$ cat src/rtl/vid_fill_port_pkg.sv
// Shared definitions for the video write port: register offsets, command/status
// bit positions and the fill engine state encoding.
package vid_fill_port_pkg;

  localparam logic [2:0] REG_ADDR   = 3'd0;
  localparam logic [2:0] REG_BANK_R = 3'd1;
  localparam logic [2:0] REG_BANK_W = 3'd2;
  localparam logic [2:0] REG_DATA   = 3'd3;
  localparam logic [2:0] REG_WIDTH  = 3'd4;
  localparam logic [2:0] REG_HEIGHT = 3'd5;
  localparam logic [2:0] REG_COLOR  = 3'd6;
  localparam logic [2:0] REG_CMD    = 3'd7;

  localparam int CMD_START_BIT   = 0;
  localparam int CMD_CLR_ERR_BIT = 7;
  localparam int STAT_BUSY_BIT   = 0;
  localparam int STAT_ERR_BIT    = 1;

  typedef enum logic {
    ST_IDLE = 1'b0,
    ST_FILL = 1'b1
  } fill_state_e;

  // 16-bit registers are loaded a byte at a time, high byte first.
  function automatic logic [15:0] shift_in(input logic [15:0] cur, input logic [7:0] b);
    return {cur[7:0], b};
  endfunction

endpackage

$ cat src/rtl/vid_fill_engine.sv
// Rectangle fill engine: latches a rectangle on start and emits one pixel write
// per cycle in row-major order while busy.
module vid_fill_engine
  import vid_fill_port_pkg::*;
#(
  parameter logic [15:0] STRIDE = 16'd320
) (
  input  logic        clk_i,
  input  logic        rst_ni,
  input  logic        start_i,
  input  logic [15:0] addr_i,
  input  logic [15:0] width_i,
  input  logic [15:0] height_i,
  input  logic [7:0]  color_i,
  output logic        busy_o,
  output logic [15:0] pix_addr_o,
  output logic [7:0]  pix_data_o
);

  fill_state_e state_q, state_d;
  logic [15:0] row_start_q, row_start_d;
  logic [15:0] pix_addr_q, pix_addr_d;
  logic [15:0] x_q, x_d;
  logic [15:0] y_q, y_d;
  logic [15:0] w_q, w_d;
  logic [15:0] h_q, h_d;
  logic [7:0]  color_q, color_d;
  logic        last_col;
  logic        last_row;

  assign last_col = (x_q == w_q - 16'd1);
  assign last_row = (y_q == h_q - 16'd1);

  always_comb begin
    state_d     = state_q;
    row_start_d = row_start_q;
    pix_addr_d  = pix_addr_q;
    x_d         = x_q;
    y_d         = y_q;
    w_d         = w_q;
    h_d         = h_q;
    color_d     = color_q;
    case (state_q)
      ST_IDLE: begin
        if (start_i) begin
          state_d     = ST_FILL;
          w_d         = width_i;
          h_d         = height_i;
          color_d     = color_i;
          row_start_d = addr_i;
          pix_addr_d  = addr_i;
          x_d         = 16'd0;
          y_d         = 16'd0;
        end
      end
      ST_FILL: begin
        if (last_col) begin
          x_d = 16'd0;
          if (last_row) begin
            state_d = ST_IDLE;
          end else begin
            y_d         = y_q + 16'd1;
            row_start_d = row_start_q + STRIDE;
            pix_addr_d  = row_start_q + STRIDE;
          end
        end else begin
          x_d        = x_q + 16'd1;
          pix_addr_d = pix_addr_q + 16'd1;
        end
      end
      default: state_d = ST_IDLE;
    endcase
  end

  always_ff @(posedge clk_i or negedge rst_ni) begin
    if (!rst_ni) begin
      state_q     <= ST_IDLE;
      row_start_q <= 16'd0;
      pix_addr_q  <= 16'd0;
      x_q         <= 16'd0;
      y_q         <= 16'd0;
      w_q         <= 16'd0;
      h_q         <= 16'd0;
      color_q     <= 8'd0;
    end else begin
      state_q     <= state_d;
      row_start_q <= row_start_d;
      pix_addr_q  <= pix_addr_d;
      x_q         <= x_d;
      y_q         <= y_d;
      w_q         <= w_d;
      h_q         <= h_d;
      color_q     <= color_d;
    end
  end

  assign busy_o     = (state_q == ST_FILL);
  assign pix_addr_o = pix_addr_q;
  assign pix_data_o = color_q;

endmodule

$ cat src/rtl/vid_fill_port.sv
// CPU-facing video RAM write port: register decode, auto-increment single writes,
// bank selects and the write-side mux between CPU writes and the fill engine.
module vid_fill_port
  import vid_fill_port_pkg::*;
#(
  parameter logic [15:0] BASE   = 16'h0020,
  parameter logic [15:0] STRIDE = 16'd320
) (
  input  logic        clock,
  input  logic        reset_n,
  input  logic [15:0] address,
  input  logic [7:0]  data_i,
  input  logic        we,
  output logic [7:0]  data_o,
  output logic        busy,
  output logic        bank_r,
  output logic        bank_w,
  output logic [15:0] vid_address,
  output logic [7:0]  vid_data,
  output logic        vid_we
);

  logic [15:0] offset;
  logic        in_window;
  logic [7:0]  wr_hit;

  logic [15:0] addr_q, addr_d;
  logic [15:0] width_q, width_d;
  logic [15:0] height_q, height_d;
  logic [7:0]  color_q, color_d;
  logic        bank_r_q, bank_r_d;
  logic        bank_w_q, bank_w_d;
  logic        err_q, err_d;
  logic        dwe_q, dwe_d;
  logic [15:0] dwaddr_q, dwaddr_d;
  logic [7:0]  dwdata_q, dwdata_d;

  logic        eng_busy;
  logic        eng_start;
  logic [15:0] eng_addr;
  logic [7:0]  eng_data;
  logic        data_wr;
  logic        start_req;
  logic [7:0]  status;

  // Offset-based decode keeps the window correct for any BASE alignment.
  assign offset    = address - BASE;
  assign in_window = (offset[15:3] == 13'd0);

  for (genvar gi = 0; gi < 8; gi++) begin : g_decode
    assign wr_hit[gi] = we && in_window && (offset[2:0] == 3'(gi));
  end

  assign data_wr   = wr_hit[REG_DATA];
  assign start_req = wr_hit[REG_CMD] && data_i[CMD_START_BIT];
  assign eng_start = start_req && !eng_busy && (width_q != 16'd0) && (height_q != 16'd0);

  always_comb begin
    addr_d   = addr_q;
    width_d  = width_q;
    height_d = height_q;
    color_d  = color_q;
    bank_r_d = bank_r_q;
    bank_w_d = bank_w_q;
    err_d    = err_q;
    dwe_d    = 1'b0;
    dwaddr_d = dwaddr_q;
    dwdata_d = dwdata_q;

    if (wr_hit[REG_ADDR]) begin
      addr_d = shift_in(addr_q, data_i);
    end else if (data_wr && !eng_busy) begin
      addr_d = addr_q + 16'd1;
    end
    if (wr_hit[REG_BANK_R]) bank_r_d = data_i[0];
    if (wr_hit[REG_BANK_W]) bank_w_d = data_i[0];
    if (wr_hit[REG_WIDTH])  width_d  = shift_in(width_q, data_i);
    if (wr_hit[REG_HEIGHT]) height_d = shift_in(height_q, data_i);
    if (wr_hit[REG_COLOR])  color_d  = data_i;

    if (data_wr && !eng_busy) begin
      dwe_d    = 1'b1;
      dwaddr_d = addr_q;
      dwdata_d = data_i;
    end

    // Clear is applied before the busy check so a combined clear+start while
    // busy still leaves the error flagged.
    if (wr_hit[REG_CMD] && data_i[CMD_CLR_ERR_BIT]) err_d = 1'b0;
    if ((data_wr || start_req) && eng_busy) err_d = 1'b1;
  end

  always_ff @(posedge clock or negedge reset_n) begin
    if (!reset_n) begin
      addr_q   <= 16'd0;
      width_q  <= 16'd0;
      height_q <= 16'd0;
      color_q  <= 8'd0;
      bank_r_q <= 1'b0;
      bank_w_q <= 1'b0;
      err_q    <= 1'b0;
      dwe_q    <= 1'b0;
      dwaddr_q <= 16'd0;
      dwdata_q <= 8'd0;
    end else begin
      addr_q   <= addr_d;
      width_q  <= width_d;
      height_q <= height_d;
      color_q  <= color_d;
      bank_r_q <= bank_r_d;
      bank_w_q <= bank_w_d;
      err_q    <= err_d;
      dwe_q    <= dwe_d;
      dwaddr_q <= dwaddr_d;
      dwdata_q <= dwdata_d;
    end
  end

  vid_fill_engine #(
    .STRIDE (STRIDE)
  ) u_engine (
    .clk_i      (clock),
    .rst_ni     (reset_n),
    .start_i    (eng_start),
    .addr_i     (addr_q),
    .width_i    (width_q),
    .height_i   (height_q),
    .color_i    (color_q),
    .busy_o     (eng_busy),
    .pix_addr_o (eng_addr),
    .pix_data_o (eng_data)
  );

  // CPU writes are refused while filling, so the two sources never overlap.
  assign vid_we      = eng_busy | dwe_q;
  assign vid_address = eng_busy ? eng_addr : dwaddr_q;
  assign vid_data    = eng_busy ? eng_data : dwdata_q;

  always_comb begin
    status                = 8'h00;
    status[STAT_BUSY_BIT] = eng_busy;
    status[STAT_ERR_BIT]  = err_q;
  end

  assign data_o = (offset == 16'd7) ? status : 8'h00;
  assign busy   = eng_busy;
  assign bank_r = bank_r_q;
  assign bank_w = bank_w_q;

endmodule

$ cat config.mk
export PLATFORM = sky130hd
export DESIGN_NAME = vid_fill_port
export DESIGN_NICKNAME = d
export VERILOG_FILES = /design/src/rtl/vid_fill_port_pkg.sv /design/src/rtl/vid_fill_engine.sv /design/src/rtl/vid_fill_port.sv
export SDC_FILE = /design/constraint.sdc
export NUM_CORES = 1
export LEC_CHECK = 0
export CORE_MARGIN = 3
export CORE_UTILIZATION = 67
export CTS_BUF_LIST = sky130_fd_sc_hd__clkbuf_8
export CTS_CLUSTER_DIAMETER = 40
export DETAILED_ROUTE_END_ITERATION = 8
export HOLD_SLACK_MARGIN = 0.05
export PLACE_DENSITY_LB_ADDON = 0.1
export SYNTH_ARGS = -nofsm -noshare
export SYNTH_HDL_FRONTEND = slang
export SYNTH_HIERARCHICAL = 1
export SYNTH_SLANG_ARGS = --single-unit
$ cat constraint.sdc
create_clock -name clock -period 7.49 [get_ports clock]
set_input_delay 1.498 -clock clock [delete_from_list [all_inputs] [get_ports clock]]
set_output_delay 1.498 -clock clock [all_outputs]
set_load 0.01 [all_outputs]
Word level (Yosys, flattened, before mapping)

Cells that the tools add are included.
Widths: inputs -> output; s select.

Add/subtract/negate cells: 8
$mul: 0
Divide/modulo/power cells: 0
Magnitude comparators: 0
Equality and inequality tests: 14
Shift-type cells: 0
Mux-type cells: 24
Bitwise logic cells: 2
Reduce and logical (&&, ||, !) cells: 27

Operator list:

| operator              | number |
|---|---|
| $mux 16               | 11 |
| $pmux 16 s2           | 4 |
| $add 16x1->16 const B | 4 |
| $eq 16x16->1          | 2 |
| $reduce_bool 16->1    | 2 |
| $sub 16x1->16 const B | 2 |
| $add 16x9->16 const B | 1 |
| $eq 16x3->1 const B   | 1 |
| $logic_and 1x1->1     | 16 |
| $sub 16x6->16 const B | 1 |
| $logic_not 13->1      | 1 |
| $eq 3x3->1 const B    | 4 |
| $mux 8                | 1 |
| $eq 3x2->1 const B    | 2 |
| $mux 1                | 6 |
| $ne 2x2->1 const B    | 3 |
| $reduce_and 2->1      | 2 |
| $reduce_bool 2->1     | 2 |
| $eq 3x1->1 const B    | 1 |
| $logic_not 3->1       | 1 |
| $ne 3x3->1 const B    | 1 |
| $reduce_and 3->1      | 1 |
| $mux 2                | 1 |
| $pmux 1 s2            | 1 |
| other kinds (4)       | 4 |

Bits in registers: 189
Latch bits: 0
RAM bits: 0
Memory bits (read-only): 0
Input port bits: 27
Output and inout port bits: 36
Logic and storage cells: 93
Memories: 0

Longest topological paths before layout

Gate-level depths: netlist (run 1).

Depth after elaboration: 10
Depth in mapped cells: 14

By module

The synthesis (run 1) kept the hierarchy.

Modules (own cells, without submodules):

| module          | instances | cells an instance | area each (um^2) | seq. area each (um^2) |
|---|---|---|---|---|
| vid_fill_engine | 1         | 678               | 6516.2           | 2627.5 |
| vid_fill_port   | 1         | 358               | 4456.8           | 2102.0 |

Least setup slack after synthesis (run 1)

No wires, ideal clock.

Kind: input port to output port
Start: in address[5]
End: out data_o[0]
Arrival: 3.074 ns
Setup slack: 2.918 ns
Stages on the path: 7
Path buffers: 1
Path through: inv_1 ha_1 o21bai_1 a311o_1 nand3_2 buf_2 nor4b_1

Longest elaborated chain between the ends: 3

RTL lines:

| item          | line                 | RTL |
|---|---|---|
| from (decl)   | vid_fill_port.sv:11  | `input logic [15:0] address,` |
| $sub 16x6->16 | vid_fill_port.sv:47  | `assign offset = address - BASE;` |
| $eq 16x3->1   | vid_fill_port.sv:145 | `assign data_o = (offset == 16'd7) ? status : 8'h00;` |
| $mux 2        | vid_fill_port.sv:145 |  |
| to (decl)     | vid_fill_port.sv:14  | `output logic [7:0] data_o,` |

Every way passes these cells.

Worst setup path after layout (run 1)

Same ends and word-level chain as after synthesis.

==> results of run 1 <==
-- layout by cell type, fill, tap and decap left out, drive strengths merged, types with 6 or more instances in the layout --
cell | netlist | layout
and3 | 19 | 19
a31oi | 8 | 8
a21oi | 44 | 44
a21o | 6 | 6
or4 | 18 | 18
mux2i | 8 | 8
xor2 | 27 | 27
nand3 | 56 | 56
clkdlybuf4s50 | 0 | 55
inv | 24 | 32
xnor2 | 28 | 28
and2 | 6 | 6
o2bb2ai | 16 | 16
nor2 | 42 | 42
nor2b | 10 | 10
conb | 1 | 6
a211oi | 13 | 13
mux2 | 137 | 137
o21ai | 45 | 45
nand2 | 49 | 49
buf | 33 | 8
nand4 | 23 | 23
clkbuf | 35 | 19
dfrtp | 189 | 189
nor4 | 22 | 22
or3 | 6 | 6
a2bb2oi | 13 | 13
o211ai | 13 | 13
ha | 9 | 9
o31ai | 22 | 22
nor3 | 24 | 24
or2 | 10 | 10
-- kinds of logic (layout without fill, tap and decap cells) --
| logic type | after synthesis | in the layout | synth area share |
|---|---|---|---|
| buffers and inverters | 92 | 120 | 0.0383 |
| other | 1 | 6 | 0.000342 |
| xor gates and xnor gates | 55 | 55 | 0.0439 |
| muxes | 145 | 145 | 0.161 |
| adders and majority gates | 9 | 9 | 0.0103 |
| and+or+nand+nor | 317 | 317 | 0.168 |
| DFF | 189 | 189 | 0.431 |
| AOI/OAI and AO/OA | 228 | 228 | 0.147 |
-- how the worst min path moves through the flow --
stage,startpoint,to,depth (start not counted)
after global routing,color_q[3],color_q[3],1
final,u_engine/pix_data_o[4],u_engine/pix_data_o[4],1
after CTS,u_engine/pix_data_o[3],u_engine/pix_data_o[3],1
after detailed placement,u_engine/pix_data_o[3],u_engine/pix_data_o[3],1
after global placement,color_q[0],u_engine/pix_data_o[0],1
after floorplan,err_q,err_q,1
-- Yosys cell counts (all sizes together) (24+ instances only) --
cell type,number
dfrtp,189
mux2,137
nand3,56
nand2,49
o21ai,45
a21oi,44
nor2,42
clkbuf,35
buf,33
xnor2,28
xor2,27
inv,24
nor3,24
-- metrics by stage --
| stage | hold slack (ps) | area (um2) | std cells | worst slack [ps] | power (mW) |
|---|---|---|---|---|---|
| 3_3_place_gp | 482 | 11600 | 1253 | 1750 | 1.10 |
| 2_1_floorplan | 457 | 11000 | 1041 | 2920 | 1.06 |
| 4_1_cts | 515 | 12000 | 1285 | 1660 | 1.80 |
| 6_report | 512 | 12000 | 1285 | 1660 | 1.79 |
| 5_1_grt | 532 | 12000 | 1285 | 1500 | 1.85 |
| 3_5_place_dp | 490 | 11600 | 1253 | 1660 | 1.10 |
-- cell type report --
class,instances,area [um2],area share
inverters,24,90.1,0.00752
repair buffers,64,624,0.0521
clock inverters,14,170,0.0142
multi-input cells,760,5850,0.488
flip-flops and latches,189,4730,0.395
clock buffers,18,248,0.0207
well taps,216,270,0.0226
-- sequential cells by signal (all words and copies together) (netlist names), 8 cells and up --
register,count
width_q,16
u_engine/y_q,16
u_engine/pix_addr_o,16
addr_q,16
color_q,8
dwaddr_q,16
dwdata_q,8
u_engine/pix_data_o,8
u_engine/h_q,16
u_engine/row_start_q,16
u_engine/w_q,16
u_engine/x_q,16
height_q,16
-- layer usage --
layer  routed length, um  vias up  GRT usage
li1                    -     3929          -
met1               12000     4355      0.448
met2               12700      413      0.488
met3                2020       67     0.0671
met4                 789        0      0.111
met5                   0        -          0
-- power by group through the flow --
| stage | clock network (mW) | registers, mW | logic (mW) |
|---|---|---|---|
| after floorplan | 0 | 1.04 | 0.0216 |
| after global placement | 0 | 1.04 | 0.0633 |
| after detailed placement | 0 | 1.04 | 0.0641 |
| after CTS | 0.720 | 1.02 | 0.0643 |
| after global routing | 0.763 | 1.02 | 0.0702 |
| final | 0.708 | 1.02 | 0.0634 |
-- worst max-delay path: cells and delay by family --
kind,cells,cell delay (ps)
AO/OA/AOI/OAI,2,530
adder cells (fa/ha/maj),1,240
buffers and inverters,3,1300
AND/OR/NAND/NOR,2,760
==> flow_summary_export.csv, run 1 <==
group,metric,value,unit
outcome,status,"finished clean",
worst_setup_path,ff2ff_setup_slack,2990,ps
finish,postLayoutCoreUtil,0.752,
timing,finalMaxSlewViolations,0,
logic_synthesis,synthTopCellsByArea,"dfrtp_1, mux2_2, mux2_4",
worst_setup_path,path_cells,"clkdlybuf4s50_1, inv_1, ha_1, o21bai_1, a311o_1, nand3_2, nor4b_1, clkdlybuf4s50_1",
worst_setup_path,critPathMostFrequentCell,"clkdlybuf4s50_1",
worst_setup_path,r2r-start,"u_engine/w_q[9]",
worst_setup_path,reg2reg_depth,8,
worst_setup_path,path_max_fanout,26,
power,ir_drop,0.125,mV
worst_setup_path,critPathKind,"in -> out",
power,sw_frac_of_total,0.257,
floorplanning,io_pins,63,
finish,antenna_cells,0,
worst_setup_path,startpoint_type,"input port",
logic_synthesis,ys_seq_elements,189,
finish,nets,1092,
detailed_routing,dr.pass1.iters,5,
worst_setup_path,cpPeakStageDelay,620,ps
timing,worst_pin_slew,1140,ps
detailed_routing,wl,27.5,mm
detailed_routing,route.detailed.drc,0,
clocking,ctsResizeCount,0,
logic_synthesis,synth_async_sr_flop_share,1.00,
worst_setup_path,crit_slowest_cell,"clkdlybuf4s50_1",
detailed_routing,vias_per_cell,6.82,
clocking,post_cts_buffers,0,
grt,grt-ovfl-total,0,
detailed_routing,num_vias,8764,
detailed_routing,drt_iter0_drc,1039,
logic_synthesis,synth_warnings,6,
job,cap_violations,0,
logic_synthesis,syn_area_per_cell,10.6,um2
timing,finalClockSkew,14.9,ps
worst_setup_path,cp-endpoint,"data_o[0]",
power,p_per_area,149,nW/um2
logic_synthesis,netlist_area,11000,um2
power,p_int,1.33,mW
grt,grt_pass1_wl,45.4,mm
power,pwr-share-comb,0.035,
power,p_seq_frac,0.570,
timing,hold_viol,0,
placed_design,port_buffers,56,
timing,finalCriticalPeriod,5830,ps
logic_synthesis,synthFlopType,"dfrtp_1",
clocking,numCtsBuffers,17,
worst_hold_path,min_path_type,"reg -> reg",
clocking,clkLatencyLatePin,490,ps
power,p_sw,0.460,mW
power,p_leak,5.47,nW
timing,relSlewSlack,0.238,
logic_synthesis,seq_area_frac_synth,0.431,
placed_design,dp_hpwl,17.9,mm
worst_setup_path,worstSetupStartpoint,"address[5]",
timing,fmax,171,MHz
logic_synthesis,synth.distinct_cells,83,
clocking,cts_sinks,189,
floorplanning,fp.dieH,134,um
worst_setup_path,worstPathRequired,5990,ps
timing,setup_viol_count_final,0,
finish,area_delta_synth_final,9.19,%
timing,fin_crit_sh,0.779,
floorplanning,dieArea,17900,um2
finish,drive_gt1_frac,0.198,
timing,setup_tns,0,ps
grt,grt_antenna_before_repair,0,
finish,nFillCells,1114,
logic_synthesis,synth_top_area_frac,0.431,
clocking,cts_tree,"built",
grt,first_global_vias,8586,
clocking,cts_hold_buf,0,
detailed_routing,routedWlPerCell,21.4,um
power,clockPowerShare,0.395,
logic_synthesis,yosysTopAreaCell,"dfrtp_1",
worst_setup_path,cp.arrival,4340,ps
placed_design,globalplace.congestion,0.883,
floorplanning,num_rows,46,
clocking,cts.path.max_buffers,2,
worst_setup_path,crit_path_end_kind,"output pin",
logic_synthesis,synth_edf_count,0,
logic_synthesis,syn_inst,1036,
floorplanning,core_area,15900,um2
floorplanning,start_util,0.688,
worst_setup_path,reg2reg_to,"u_engine/x_q[4]",
clocking,htreeDepth,4,
grt,grt_usage,0.316,
clocking,cts_root_buf,"clkbuf_8",
grt,grt_start_max_net_pins,123,
clocking,path_clk_slew,100,ps
timing,grt_setup_unrepaired,"no",
detailed_routing,ant_nets,0,
floorplanning,fp.dieW,134,um
No activity file was read; power rests on OpenSTA's default activity.
==> run 2, diff against run 1 <==
CORE_UTILIZATION = 62   (was 67)
clock period = 5.4 ns   (was 7.49 ns; I/O delays follow)
==> run 2 against run 1 <==
Cell area is 1.1% higher. Non-clock buffer count increased by 12. First-iteration DRC count down 31%. Register-to-register slack got worse by 1900 ps. Clock-buffer cell count down 1. Flip-flop and latch count unchanged.
==> flow_summary_export.csv, run 2 (synthesis results as in run 1) <==
group,metric,value,unit
outcome,status,"finished clean",
finish,multiInputGateArea,5850,um2
clocking,cts_sinks,189,
clocking,htreeDepth,4,
grt,first_global_vias,8194,
finish,nets,1104,
placed_design,placed_area,11700,um2
timing,whs,513,ps
placed_design,place_ws,765,ps
finish,final_cell_mix,"dfrtp_1, mux2_2, nand3_1, clkdlybuf4s50_1, nand2_1",
finish,final_cell_area,12100,um2
finish,layout_commonest_cell,"dfrtp_1",
timing,finalClockSkew,16.1,ps
grt,grt-ovfl-total,0,
finish,area_delta_synth_final,10.4,%
finish,antenna_cells,0,
finish,nFillCells,1330,
power,ir_drop,0.160,mV
clocking,clkLatencyLatePin,490,ps
detailed_routing,wl,27.1,mm
grt,grt_usage,0.281,
clocking,cts.path.max_buffers,2,
worst_setup_path,critPathKind,"in -> out",
detailed_routing,ant_nets,0,
timing,finalMaxSlewViolations,0,
power,p_per_area,208,nW/um2
finish,postLayoutCoreUtil,0.701,
floorplanning,io_pins,63,
timing,relSlewSlack,0.256,
detailed_routing,route.detailed.drc,0,
power,p_seq_frac,0.561,
timing,setup_viol_count_final,0,
clocking,path_clk_slew,100,ps
power,pwr-share-comb,0.036,
power,p_sw,0.672,mW
worst_setup_path,crit_path_end_kind,"output pin",
timing,fmax,215,MHz
timing,setup_tns,0,ps
worst_setup_path,crit_slowest_cell,"clkdlybuf4s50_1",
timing,fin_crit_sh,0.860,
placed_design,port_buffers,56,
detailed_routing,dr_wl_met3,1.71,mm
clocking,cts_tree,"built",
grt,grt_start_max_net_pins,104,
floorplanning,core_area,17300,um2
placed_design,globalplace.congestion,0.913,
timing,hold_viol,0,
floorplanning,fp.dieH,139,um
worst_setup_path,path_max_fanout,9,
power,p_int,1.85,mW
clocking,ctsResizeCount,0,
detailed_routing,vias_per_cell,6.57,
power,p_leak,5.55,nW
detailed_routing,drt_iter0_drc,713,
detailed_routing,num_vias,8582,
power,sw_frac_of_total,0.266,
detailed_routing,top_layer_used,"met4",
timing,worst_pin_slew,1120,ps
clocking,numCtsBuffers,17,
worst_setup_path,cp.arrival,3570,ps
clocking,post_cts_buffers,0,
grt,grt_pass1_wl,44.3,mm
job,cap_violations,0,
timing,finalCriticalPeriod,4650,ps
power,clockPowerShare,0.403,
placed_design,dp_hpwl,18.3,mm
finish,drive_gt1_frac,0.207,
worst_hold_path,min_path_type,"reg -> reg",
detailed_routing,wl_met1,12.5,mm
timing,layout_setup_ws,754,ps
detailed_routing,routedWlPerCell,20.7,um
timing,grt_setup_unrepaired,"no",
grt,grt_antenna_before_repair,0,
clocking,cts_hold_buf,0,
floorplanning,start_util,0.634,
detailed_routing,route.met2.wl,12.4,mm
floorplanning,fp.dieW,139,um
worst_setup_path,worstPathRequired,4320,ps
floorplanning,dieArea,19300,um2
worst_setup_path,startpoint_type,"input port",
worst_setup_path,cpPeakStageDelay,630,ps
detailed_routing,dr.pass1.iters,5,
clocking,cts_root_buf,"clkbuf_8",
worst_setup_path,path_cells,"clkdlybuf4s50_1, inv_1, ha_1, nor2_1, a31oi_2, or2_2, nor4b_1, clkdlybuf4s50_1",
floorplanning,num_rows,48,
worst_setup_path,critPathMostFrequentCell,"clkdlybuf4s50_1",
finish,regArea,4730,um2
[run 2: changes by cell type in the layout (fill, tap and decap cells not counted), sizes merged]
cell      previous run  this run
clkinvlp             1         0
clkbuf              19        18
clkinv               4         5
inv                 32        33
buf                  8        20
[run 2: routing by layer]
layer | up-vias | track usage
li1 | 3963 | -
met1 | 4265 | 0.422
met2 | 318 | 0.420
met3 | 36 | 0.0517
met4 | 0 | 0.0824
met5 | - | 0
[run 2: metrics by stage]
stage                     instances  power [mW]
final                          1306        2.52
after global routing           1306        2.61
after CTS                      1306        2.54
after detailed placement       1274        1.54
after global placement         1274        1.53
after floorplan                1041        1.47
[run 2: path summary, 6_finish.rpt]
| path | start | end | slack [ps] | cells after the start |
|---|---|---|---|---|
| setup / recovery | address[5] | data_o[1] | 750 | 8 |
| hold / removal | color_q[4] | color_q[4] | 510 | 1 |
| setup reg to reg | u_engine/h_q[0] | u_engine/row_start_q[14] | 1110 | 9 |
| hold reg to reg | color_q[4] | color_q[4] | 510 | 1 |
| max in group asynchronous | reset_n | bank_r | 3760 | 2 |
| min in group asynchronous | reset_n | u_engine/h_q[10] | 650 | 1 |
[run 2: power groups by stage]
stage                     combinational, mW  clock, mW  sequential [mW]
after floorplan                      0.0300          0             1.44
after detailed placement             0.0928          0             1.44
final                                0.0913       1.02             1.42
after global placement               0.0916          0             1.44
after CTS                            0.0928       1.03             1.42
after global routing                  0.101       1.10             1.42
[run 2: critical path: cells and delay by family]
| family | cells | cell delay, ps |
|---|---|---|
| buf+inv | 3 | 1300 |
| simple gates | 3 | 770 |
| fa+ha+maj | 1 | 240 |
| compound gates | 1 | 180 |
[run 2: cell type report]
class,count,share of cell area
clock buffers,17,0.0193
clock inverters,15,0.0171
inverters,24,0.00743
multi-input cells,760,0.483
flip-flops and latches,189,0.390
well taps,225,0.0232
repair buffers,76,0.0600
